File: src/rtl/thermal_pkg.sv
// Shared types and constants for the thermal controller: FSM state encodings,
// fan speed codes and the state-to-fan mapping.
package thermal_pkg;

  typedef enum logic [2:0] {
    IDLE      = 3'd0,
    HEATING   = 3'd1,
    COOL_LOW  = 3'd2,
    COOL_HIGH = 3'd3,
    ALARM     = 3'd4
  } ctrlStateT;

  localparam logic [1:0] FAN_OFF  = 2'd0;
  localparam logic [1:0] FAN_LOW  = 2'd1;
  localparam logic [1:0] FAN_HIGH = 2'd3;

  function automatic logic [1:0] fanFor(ctrlStateT s);
    case (s)
      COOL_LOW:         fanFor = FAN_LOW;
      COOL_HIGH, ALARM: fanFor = FAN_HIGH;
      default:          fanFor = FAN_OFF;
    endcase
  endfunction

endpackage

File: src/rtl/thermal_controller_if.sv
// Sample/acknowledge inputs and actuator/status outputs of the thermal controller.
interface thermal_controller_if;
  logic [7:0] temperature;
  logic       tempValid;
  logic       alarmAck;
  logic [1:0] fanSpeed;
  logic       heaterOn;
  logic       alarm;
  logic [2:0] ctrlState;
  logic [7:0] maxTemp;
  logic [7:0] alarmCount;

  modport master (
    output temperature, tempValid, alarmAck,
    input  fanSpeed, heaterOn, alarm, ctrlState, maxTemp, alarmCount
  );

  modport slave (
    input  temperature, tempValid, alarmAck,
    output fanSpeed, heaterOn, alarm, ctrlState, maxTemp, alarmCount
  );
endinterface

File: src/rtl/sample_debouncer.sv
// Dwell qualification: fires when DWELL consecutive valid samples agree on the
// same candidate state that differs from the current state.
module sample_debouncer
  import thermal_pkg::*;
#(
  parameter int DWELL = 4
) (
  input  logic      clk,
  input  logic      rstN,
  input  ctrlStateT candidate,
  input  ctrlStateT current,
  input  logic      tempValid,
  output logic      fire
);

  localparam logic [3:0] DWELL_CNT = 4'(DWELL);

  logic [3:0] countReg, countNext;
  ctrlStateT  prevCandReg;

  // A fresh candidate counts as the first qualifying sample; gaps hold the count.
  always_comb begin
    countNext = countReg;
    fire      = 1'b0;
    if (tempValid) begin
      if (candidate == current)
        countNext = 4'd0;
      else if (candidate == prevCandReg)
        countNext = 4'(countReg + 4'd1);
      else
        countNext = 4'd1;
      if (candidate != current && countNext == DWELL_CNT) begin
        fire      = 1'b1;
        countNext = 4'd0;
      end
    end
  end

  always_ff @(posedge clk or negedge rstN) begin
    if (!rstN) begin
      countReg    <= 4'd0;
      prevCandReg <= IDLE;
    end else begin
      countReg <= countNext;
      if (tempValid)
        prevCandReg <= candidate;
    end
  end

endmodule

File: src/rtl/thermal_controller.sv
// Hysteretic heater/fan FSM with dwell qualification and immediate alarm entry.
// Optional statistics (peak temperature, alarm entries) under THERMAL_CTRL_STATS_EN.
module thermal_controller
  import thermal_pkg::*;
#(
  parameter logic [7:0] HEAT_T  = 8'd15,
  parameter logic [7:0] COOL_T  = 8'd35,
  parameter logic [7:0] FAST_T  = 8'd50,
  parameter logic [7:0] ALARM_T = 8'd60,
  parameter logic [7:0] HYST    = 8'd3,
  parameter int         DWELL   = 4
) (
  input logic                  clk,
  input logic                  rstN,
  thermal_controller_if.slave  bus
);

  localparam logic [8:0] HEAT9    = {1'b0, HEAT_T};
  localparam logic [8:0] COOL9    = {1'b0, COOL_T};
  localparam logic [8:0] FAST9    = {1'b0, FAST_T};
  localparam logic [8:0] ALARM9   = {1'b0, ALARM_T};
  localparam logic [8:0] HEAT_UP  = {1'b0, HEAT_T} + {1'b0, HYST};
  localparam logic [8:0] COOL_DN  = {1'b0, COOL_T} - {1'b0, HYST};
  localparam logic [8:0] FAST_DN  = {1'b0, FAST_T} - {1'b0, HYST};
  localparam logic [8:0] ALARM_DN = {1'b0, ALARM_T} - {1'b0, HYST};

  ctrlStateT  stateReg, stateNext, candidate;
  logic       fire;
  logic [7:0] lastTempReg;
  logic [1:0] fanSpeedReg;
  logic       heaterReg, alarmReg;
  logic [8:0] temp9, eff9;

  assign temp9 = {1'b0, bus.temperature};
  assign eff9  = bus.tempValid ? temp9 : {1'b0, lastTempReg};

  always_comb begin
    candidate = stateReg;
    if (temp9 >= ALARM9) begin
      candidate = ALARM;
    end else begin
      case (stateReg)
        IDLE:      if (temp9 < HEAT9)        candidate = HEATING;
                   else if (temp9 >= COOL9)  candidate = COOL_LOW;
        HEATING:   if (temp9 >= HEAT_UP)     candidate = IDLE;
        COOL_LOW:  if (temp9 >= FAST9)       candidate = COOL_HIGH;
                   else if (temp9 < COOL_DN) candidate = IDLE;
        COOL_HIGH: if (temp9 < FAST_DN)      candidate = COOL_LOW;
        default:   candidate = stateReg;
      endcase
    end
  end

  sample_debouncer #(.DWELL(DWELL)) uDebouncer (
    .clk       (clk),
    .rstN      (rstN),
    .candidate (candidate),
    .current   (stateReg),
    .tempValid (bus.tempValid),
    .fire      (fire)
  );

  // Alarm entry bypasses dwell; alarm exit is evaluated every cycle, not only on samples.
  always_comb begin
    stateNext = stateReg;
    if (bus.tempValid && temp9 >= ALARM9)
      stateNext = ALARM;
    else if (stateReg == ALARM) begin
      if (bus.alarmAck && eff9 < ALARM_DN)
        stateNext = COOL_HIGH;
    end else if (bus.tempValid && fire)
      stateNext = candidate;
  end

  always_ff @(posedge clk or negedge rstN) begin
    if (!rstN) begin
      stateReg    <= IDLE;
      lastTempReg <= 8'd0;
      fanSpeedReg <= FAN_OFF;
      heaterReg   <= 1'b0;
      alarmReg    <= 1'b0;
    end else begin
      stateReg    <= stateNext;
      fanSpeedReg <= fanFor(stateReg);
      heaterReg   <= (stateReg == HEATING);
      alarmReg    <= (stateReg == ALARM);
      if (bus.tempValid)
        lastTempReg <= bus.temperature;
    end
  end

  assign bus.fanSpeed  = fanSpeedReg;
  assign bus.heaterOn  = heaterReg;
  assign bus.alarm     = alarmReg;
  assign bus.ctrlState = stateReg;

`ifdef THERMAL_CTRL_STATS_EN
  logic [7:0] maxTempReg, alarmCountReg;

  always_ff @(posedge clk or negedge rstN) begin
    if (!rstN) begin
      maxTempReg    <= 8'd0;
      alarmCountReg <= 8'd0;
    end else begin
      if (bus.tempValid && bus.temperature > maxTempReg)
        maxTempReg <= bus.temperature;
      if (stateNext == ALARM && stateReg != ALARM && alarmCountReg != 8'hFF)
        alarmCountReg <= alarmCountReg + 8'd1;
    end
  end

  assign bus.maxTemp    = maxTempReg;
  assign bus.alarmCount = alarmCountReg;
`else
  assign bus.maxTemp    = 8'd0;
  assign bus.alarmCount = 8'd0;
`endif

endmodule
File: src/flat_wrapper.sv
// flat-port wrapper written by rule: the top's interface ports become plain ports
module thermal_controller_flat import thermal_pkg::*;
#(
  parameter logic [7:0] HEAT_T  = 8'd15,
  parameter logic [7:0] COOL_T  = 8'd35,
  parameter logic [7:0] FAST_T  = 8'd50,
  parameter logic [7:0] ALARM_T = 8'd60,
  parameter logic [7:0] HYST    = 8'd3,
  parameter int         DWELL   = 4
)
  (clk, rstN, bus_temperature, bus_tempValid, bus_alarmAck, bus_fanSpeed, bus_heaterOn, bus_alarm, bus_ctrlState, bus_maxTemp, bus_alarmCount);
  thermal_controller_if bus_i ();
  input logic clk;
  input logic rstN;
  input wire logic [$bits(bus_i.temperature)-1:0] bus_temperature;
  input wire logic [$bits(bus_i.tempValid)-1:0] bus_tempValid;
  input wire logic [$bits(bus_i.alarmAck)-1:0] bus_alarmAck;
  output wire logic [$bits(bus_i.fanSpeed)-1:0] bus_fanSpeed;
  output wire logic [$bits(bus_i.heaterOn)-1:0] bus_heaterOn;
  output wire logic [$bits(bus_i.alarm)-1:0] bus_alarm;
  output wire logic [$bits(bus_i.ctrlState)-1:0] bus_ctrlState;
  output wire logic [$bits(bus_i.maxTemp)-1:0] bus_maxTemp;
  output wire logic [$bits(bus_i.alarmCount)-1:0] bus_alarmCount;
  assign bus_i.temperature = bus_temperature;
  assign bus_i.tempValid = bus_tempValid;
  assign bus_i.alarmAck = bus_alarmAck;
  assign bus_fanSpeed = bus_i.fanSpeed;
  assign bus_heaterOn = bus_i.heaterOn;
  assign bus_alarm = bus_i.alarm;
  assign bus_ctrlState = bus_i.ctrlState;
  assign bus_maxTemp = bus_i.maxTemp;
  assign bus_alarmCount = bus_i.alarmCount;
  thermal_controller #(.HEAT_T(HEAT_T), .COOL_T(COOL_T), .FAST_T(FAST_T), .ALARM_T(ALARM_T), .HYST(HYST), .DWELL(DWELL)) u_core (.clk(clk), .rstN(rstN), .bus(bus_i));
endmodule
File: config.mk
export PLATFORM = sky130hd
export DESIGN_NAME = thermal_controller_flat
export DESIGN_NICKNAME = d
export VERILOG_FILES = /design/src/rtl/thermal_pkg.sv /design/src/rtl/thermal_controller_if.sv /design/src/rtl/sample_debouncer.sv /design/src/rtl/thermal_controller.sv /design/src/flat_wrapper.sv
export SDC_FILE = /design/constraint.sdc
export NUM_CORES = 1
export LEC_CHECK = 0
export CORE_MARGIN = 2
export CORE_UTILIZATION = 48
export DETAILED_ROUTE_END_ITERATION = 16
export PLACE_DENSITY = 0.78
export SYNTH_ARGS = -nofsm -noshare
export SYNTH_HDL_FRONTEND = slang
export SYNTH_SLANG_ARGS = --single-unit
File: constraint.sdc
create_clock -name clk -period 2.6 [get_ports clk]
set_input_delay 0.52 -clock clk [delete_from_list [all_inputs] [get_ports clk]]
set_output_delay 0.52 -clock clk [all_outputs]
set_load 0.005 [all_outputs]
==> impl_metrics.yaml, run 1 <==
cts:
  clkTransAtPathRegs_ns: 0.13
  clock_sinks: 22
  clock_path_buffers: 2
  clk_latency_ns: 0.31
  cts_buffers: 3
  cts_max_level: 1
  cts-root-buf: "clkbuf_4"
  holdBufCountCts: 0
  cts_tree: "done"
routing:
  wire_per_inst_um: 14.2
  remaining_drc_errors: 0
  top_layer_used: "met4"
  vias: 1207
  first_pass_iters: 4
  wl_met1_um: 1290
  dr.first_iter.drc_count: 38
  wl_um: 3020
  antenna_left: 0
  dr_wl_met2_um: 1510
  met3_length_um: 132
  vias_per_cell: 5.69
global_routing:
  antenna_found_initial: 0
  grt_use_total_pct: 19.7
  grt_pass1_vias: 1160
  grt_overflow: 0
  grt_max_degree: 23
  grt_pass1_wl_um: 5080
logic_synthesis:
  yosys_warnings: 0
  ys_types: 46
  synth_flop_cell: "dfrtp_1"
  netlist_instances: 144
  ys_ff_latch: 22
  synth-edff-count: 0
  synth-async-reset-ratio_pct: 100
  syn-cell-area_um2: 1380
  avgSynthCellArea_um2: 9.58
  yosysSeqAreaShare_pct: 39.9
cells_and_area:
  utilization_pct: 63.2
  final_layout_size_suffix_gt1_share_pct: 23.2
  stdcell_area_um2: 1730
  diodes: 0
  synthToLayoutAreaGrowth_pct: 25.2
  final_common_cell: "dfrtp_1"
  final_cell_mix: "22 x dfrtp_1, 19 x buf_4, 18 x clkdlybuf4s50_1"
  nets: 195
  fill_cells: 216
setup_path:
  crit_family: "compound AO/OA/AOI/OAI gates"
  cp_common_cell: "buf_4"
  criticalPathCategory: "input port to register"
  critPathBufInv: 3
  worstPathCellList: "clkdlybuf4s50_1, buf_4, o31ai_1, a22oi_1, o211ai_2, buf_4, and3b_4, xnor2_4, nand3_1, a31o_2"
  critical_path.slowest_cell: "clkdlybuf4s50_1"
  worstPathArrival_ns: 2.73
  slowest_delay_ns: 0.48
  critPathMaxFanout: 8
  crit_path_start_kind: "input port"
  crit_path_end_kind: "register"
  cp_data_required_time_ns: 2.82
floorplan:
  fp-row-count: 19
  die_y_um: 57.6
  die_w_um: 57.6
  die_area_um2: 3320
  num_io_pins: 35
  core_area_um2: 2730
  start_util_pct: 50.5
outcome:
  outcome: "completed"
power_and_ir_drop:
  max-vdd-ir-drop_v: 0.000398
  seq_power_share_pct: 42.1
  clkPwrFrac_pct: 25.5
  power_frac_comb_pct: 32.4
  power_density_nw_per_um2: 597
  power.internal_w: 0.000715
  swShare_pct: 30.7
  switchingPower_w: 0.000317
  p_leak_nw: 0.774
timing:
  fin_skew_ns: 0.00595
  period_needed_ns: 2.51
  fmax_ghz: 0.399
  rsz0062_at_grt: "false"
  setup_tns_ns: 0
  period_share_pct: 96.4
  drv_slew: 0
  whs_ns: 0.510
  hold_viol_final: 0
  finalSetupViolCount: 0
placement:
  placedInstanceArea_um2: 1660
  dp.final_hpwl_um: 2290
  io_buffers: 18
  gp_congestion: 0.918
min_path:
  hp-class: "register to register"
run:
  drv_cap: 0
## stage by stage
stage	total power, W	cells	setup WS (ns)
finish	0.00103	212	0.0925
global route	0.00109	212	0.00464
CTS	0.00103	212	0.124
detailed placement	0.000769	208	-0.169
global placement	0.000754	208	-0.0776
floorplan	0.000640	159	0.566
## synthesized netlist by cell type (2+ instances only)
| library cell | instances | area, um2 |
|---|---|---|
| dfrtp_1 | 22 | 551 |
| buf_4 | 16 | 120 |
| nand2_1 | 12 | 45.0 |
| inv_1 | 10 | 37.5 |
| mux2_2 | 10 | 113 |
| nand3_1 | 9 | 45.0 |
| nor2_1 | 9 | 33.8 |
| nor3_1 | 8 | 40.0 |
| nand4_1 | 5 | 31.3 |
| o21ai_0 | 3 | 15.0 |
| a21oi_1 | 2 | 10.0 |
| and3_1 | 2 | 12.5 |
| xnor2_1 | 2 | 17.5 |
| xor2_1 | 2 | 17.5 |
## final cells by class
| type | count | area [um2] | share of cell area (%) |
|---|---|---|---|
| Clock inverter | 1 | 30.0 | 1.74 |
| Timing Repair Buffer | 37 | 323 | 18.7 |
| Tap cell | 31 | 38.8 | 2.24 |
| Inverter | 11 | 41.3 | 2.39 |
| Sequential cell | 22 | 551 | 31.9 |
| Clock buffer | 3 | 22.5 | 1.30 |
| Multi-Input combinational cell | 107 | 722 | 41.8 |
## power groups by stage
stage	Combinational (W)	Clock, W	Sequential (W)
floorplan	0.000211	0	0.000430
global placement	0.000316	0	0.000438
detailed placement	0.000327	0	0.000442
CTS	0.000330	0.000269	0.000434
global route	0.000371	0.000279	0.000441
finish	0.000334	0.000264	0.000434
## logic make-up (layout without fill, tap and decap cells)
logic type | Yosys count | count (layout) | synth area share [%]
AND/OR/NAND/NOR | 52 | 52 | 19.1
flip-flops | 22 | 22 | 39.9
XOR/XNOR | 5 | 5 | 4.53
adder cells (fa/ha/maj) | 1 | 1 | 0.906
buffers and inverters | 30 | 52 | 12.7
multiplexers | 11 | 11 | 8.89
AO/OA/AOI/OAI | 22 | 22 | 13.7
other | 1 | 16 | 0.272
## metal layers
| layer | vias to the layer above | GRT usage [%] |
|---|---|---|
| met5 | - | 0 |
| met4 | 0 | 9.30 |
| met3 | 10 | 2.46 |
| met2 | 47 | 32.8 |
| met1 | 591 | 25.4 |
| li1 | 559 | - |
## state kept, by name, summed over array words and instances (netlist names)
register,flops
u_core.bus.alarm,1
u_core.bus.ctrlState,3
u_core.bus.fanSpeed,2
u_core.bus.heaterOn,1
u_core.lastTempReg,8
u_core.uDebouncer.countReg,4
u_core.uDebouncer.prevCandReg,3
## path summary, 6_finish.rpt
kind                                               from  slack (ns)  cells past startpoint                            end
worst min register to register    u_core.lastTempReg[0]        0.51                      1          u_core.lastTempReg[0]
worst max register to register  u_core.bus.ctrlState[0]        0.34                      8  u_core.uDebouncer.countReg[0]
min in group asynchronous                          rstN        0.54                      2        u_core.bus.ctrlState[1]
max in group asynchronous                          rstN        1.84                      2          u_core.lastTempReg[7]
worst max-delay path                 bus_temperature[2]        0.09                     10  u_core.uDebouncer.countReg[0]
worst min-delay path              u_core.lastTempReg[0]        0.51                      1          u_core.lastTempReg[0]
## repair_timing
action,4_1_cts,5_1_grt
buffers inserted,0,0
setup endpoints to repair,0,1
resized for setup,0,2
Power figures use the tool's default switching activity.
==> run 2, diff against run 1 <==
REMOVE_ABC_BUFFERS = 1   (was default)
SKIP_CTS_REPAIR_TIMING = 1   (was default)
==> run 2 against run 1 <==
  * Via count shrank 1.8%
  * Non-clock buffer count shrank 1
  * First-iteration DRC count grew 53%
  * Global-route usage grew 0.82 points
==> impl_metrics.yaml, run 2 (same netlist as run 1, synthesis figures left out) <==
timing:
  fin_skew_ns: 0.00119
  fin_ws_ns: 0.182
  drv_slew: 0
  period_needed_ns: 2.42
  hold_viol_final: 0
  finalSetupViolCount: 0
  fmax_ghz: 0.414
  period_share_pct: 93.0
  rsz0062_at_grt: "false"
  whs_ns: 0.515
cts:
  clkTransAtPathRegs_ns: 0.12
  clock_sinks: 22
  cts-root-buf: "clkbuf_4"
  cts_buffers: 3
  clock_path_buffers: 2
  clk_latency_ns: 0.30
  cts_tree: "done"
  cts_max_level: 1
routing:
  vias: 1185
  wl_um: 2970
  dr.first_iter.drc_count: 58
  antenna_left: 0
  vias_per_cell: 5.62
  remaining_drc_errors: 0
  first_pass_iters: 4
  wire_per_inst_um: 14.1
min_path:
  hp-class: "register to register"
floorplan:
  fp-row-count: 19
  num_io_pins: 35
  die_area_um2: 3320
  start_util_pct: 50.5
  die_w_um: 57.6
  core_area_um2: 2730
  die_y_um: 57.6
power_and_ir_drop:
  power.internal_w: 0.000644
  clkPwrFrac_pct: 19.9
  seq_power_share_pct: 45.4
  max-vdd-ir-drop_v: 0.000363
  swShare_pct: 32.6
  power_density_nw_per_um2: 563
  p_leak_nw: 0.762
  switchingPower_w: 0.000312
  power_frac_comb_pct: 34.7
cells_and_area:
  final_cell_mix: "22 x dfrtp_1, 18 x clkdlybuf4s50_1, 18 x buf_4"
  final_common_cell: "dfrtp_1"
  regMostFlops: "u_core.lastTempReg"
  top_regs: "u_core.lastTempReg (8), u_core.uDebouncer.countReg (4)"
  nets: 194
  synthToLayoutAreaGrowth_pct: 23.0
  final_layout_size_suffix_gt1_share_pct: 22.2
  diodes: 0
  largest_reg_flops: 8
global_routing:
  grt_pass1_vias: 1120
  antenna_found_initial: 0
  grt_overflow: 0
  grt_use_total_pct: 20.5
  grt_max_degree: 23
  grt_pass1_wl_um: 5250
outcome:
  outcome: "completed"
placement:
  gp_congestion: 0.905
  dp_slack_ns: -0.142
  io_buffers: 18
  dp.final_hpwl_um: 2340
run:
  drv_cap: 0
setup_path:
  criticalPathCategory: "input port to register"
  critPathMaxFanout: 8
  crit_path_end_kind: "register"
  cp_data_required_time_ns: 2.81
  crit_path_start_kind: "input port"
  worstPathArrival_ns: 2.63
run 2: changes by cell type in the layout (fill, tap and decap cells not counted):
cell | previous run | this run
buf_4 | 19 | 18
bufinv_16 | 1 | 0
clkbuf_8 | 0 | 1
o221ai_1 | 0 | 1
o221ai_2 | 1 | 0
run 2: worst max-delay path: stages:
cell	delay, ns
clkdlybuf4s50_1	0.53
nand4_1	0.15
a2111o_1	0.44
o211ai_2	0.09
buf_4	0.15
and3b_4	0.23
xnor2_4	0.16
nand3_1	0.11
a31o_2	0.25
run 2: power groups by stage:
stage          Sequential [W]  Clock (W)  Combinational (W)
6_report             0.000434   0.000191           0.000332
2_1_floorplan        0.000432          0           0.000185
4_1_cts              0.000434   0.000196           0.000329
3_3_place_gp         0.000436          0           0.000316
5_1_grt              0.000440   0.000213           0.000365
3_5_place_dp         0.000441          0           0.000328
run 2: cell type report:
cell class / count / area (um2)
Tap cell: 31 / 38.8
Multi-Input combinational cell: 107 / 716
Sequential cell: 22 / 551
Clock buffer: 4 / 36.3
Inverter: 11 / 41.3
Fill cell: 215 / 1040
Timing Repair Buffer: 36 / 315
run 2: metrics by stage:
step	instance area (um2)	util (%)	setup TNS, ns	instances	total power [W]
after floorplan	1300	-	0	140	0.000617
after global placement	1660	60.6	-0.151	207	0.000751
after detailed placement	1660	60.6	-0.567	207	0.000769
after CTS	1690	61.9	0	211	0.000959
after global routing	1700	62.1	0	211	0.00102
final	1700	62.1	0	211	0.000956
run 2: path summary, 6_finish.rpt:
path                                    startpoint                                to  slack (ns)  cells past startpoint
setup / recovery                bus_temperature[3]     u_core.uDebouncer.countReg[0]        0.18                      9
hold / removal               u_core.lastTempReg[4]             u_core.lastTempReg[4]        0.52                      1
setup reg to reg           u_core.bus.ctrlState[0]     u_core.uDebouncer.countReg[0]        0.46                      8
hold reg to reg              u_core.lastTempReg[4]             u_core.lastTempReg[4]        0.52                      1
max in group asynchronous                     rstN  u_core.uDebouncer.prevCandReg[1]        1.84                      2
min in group asynchronous                     rstN             u_core.lastTempReg[1]        0.54                      2
run 2: layer usage:
layer / global-route usage (%) / part of all wire, % / vias up
met5: 0 / 0 / -
met4: 6.64 / 1.2 / 0
met3: 3.13 / 5.8 / 4
met2: 35.2 / 50 / 55
met1: 26.5 / 43 / 568
li1: - / - / 558
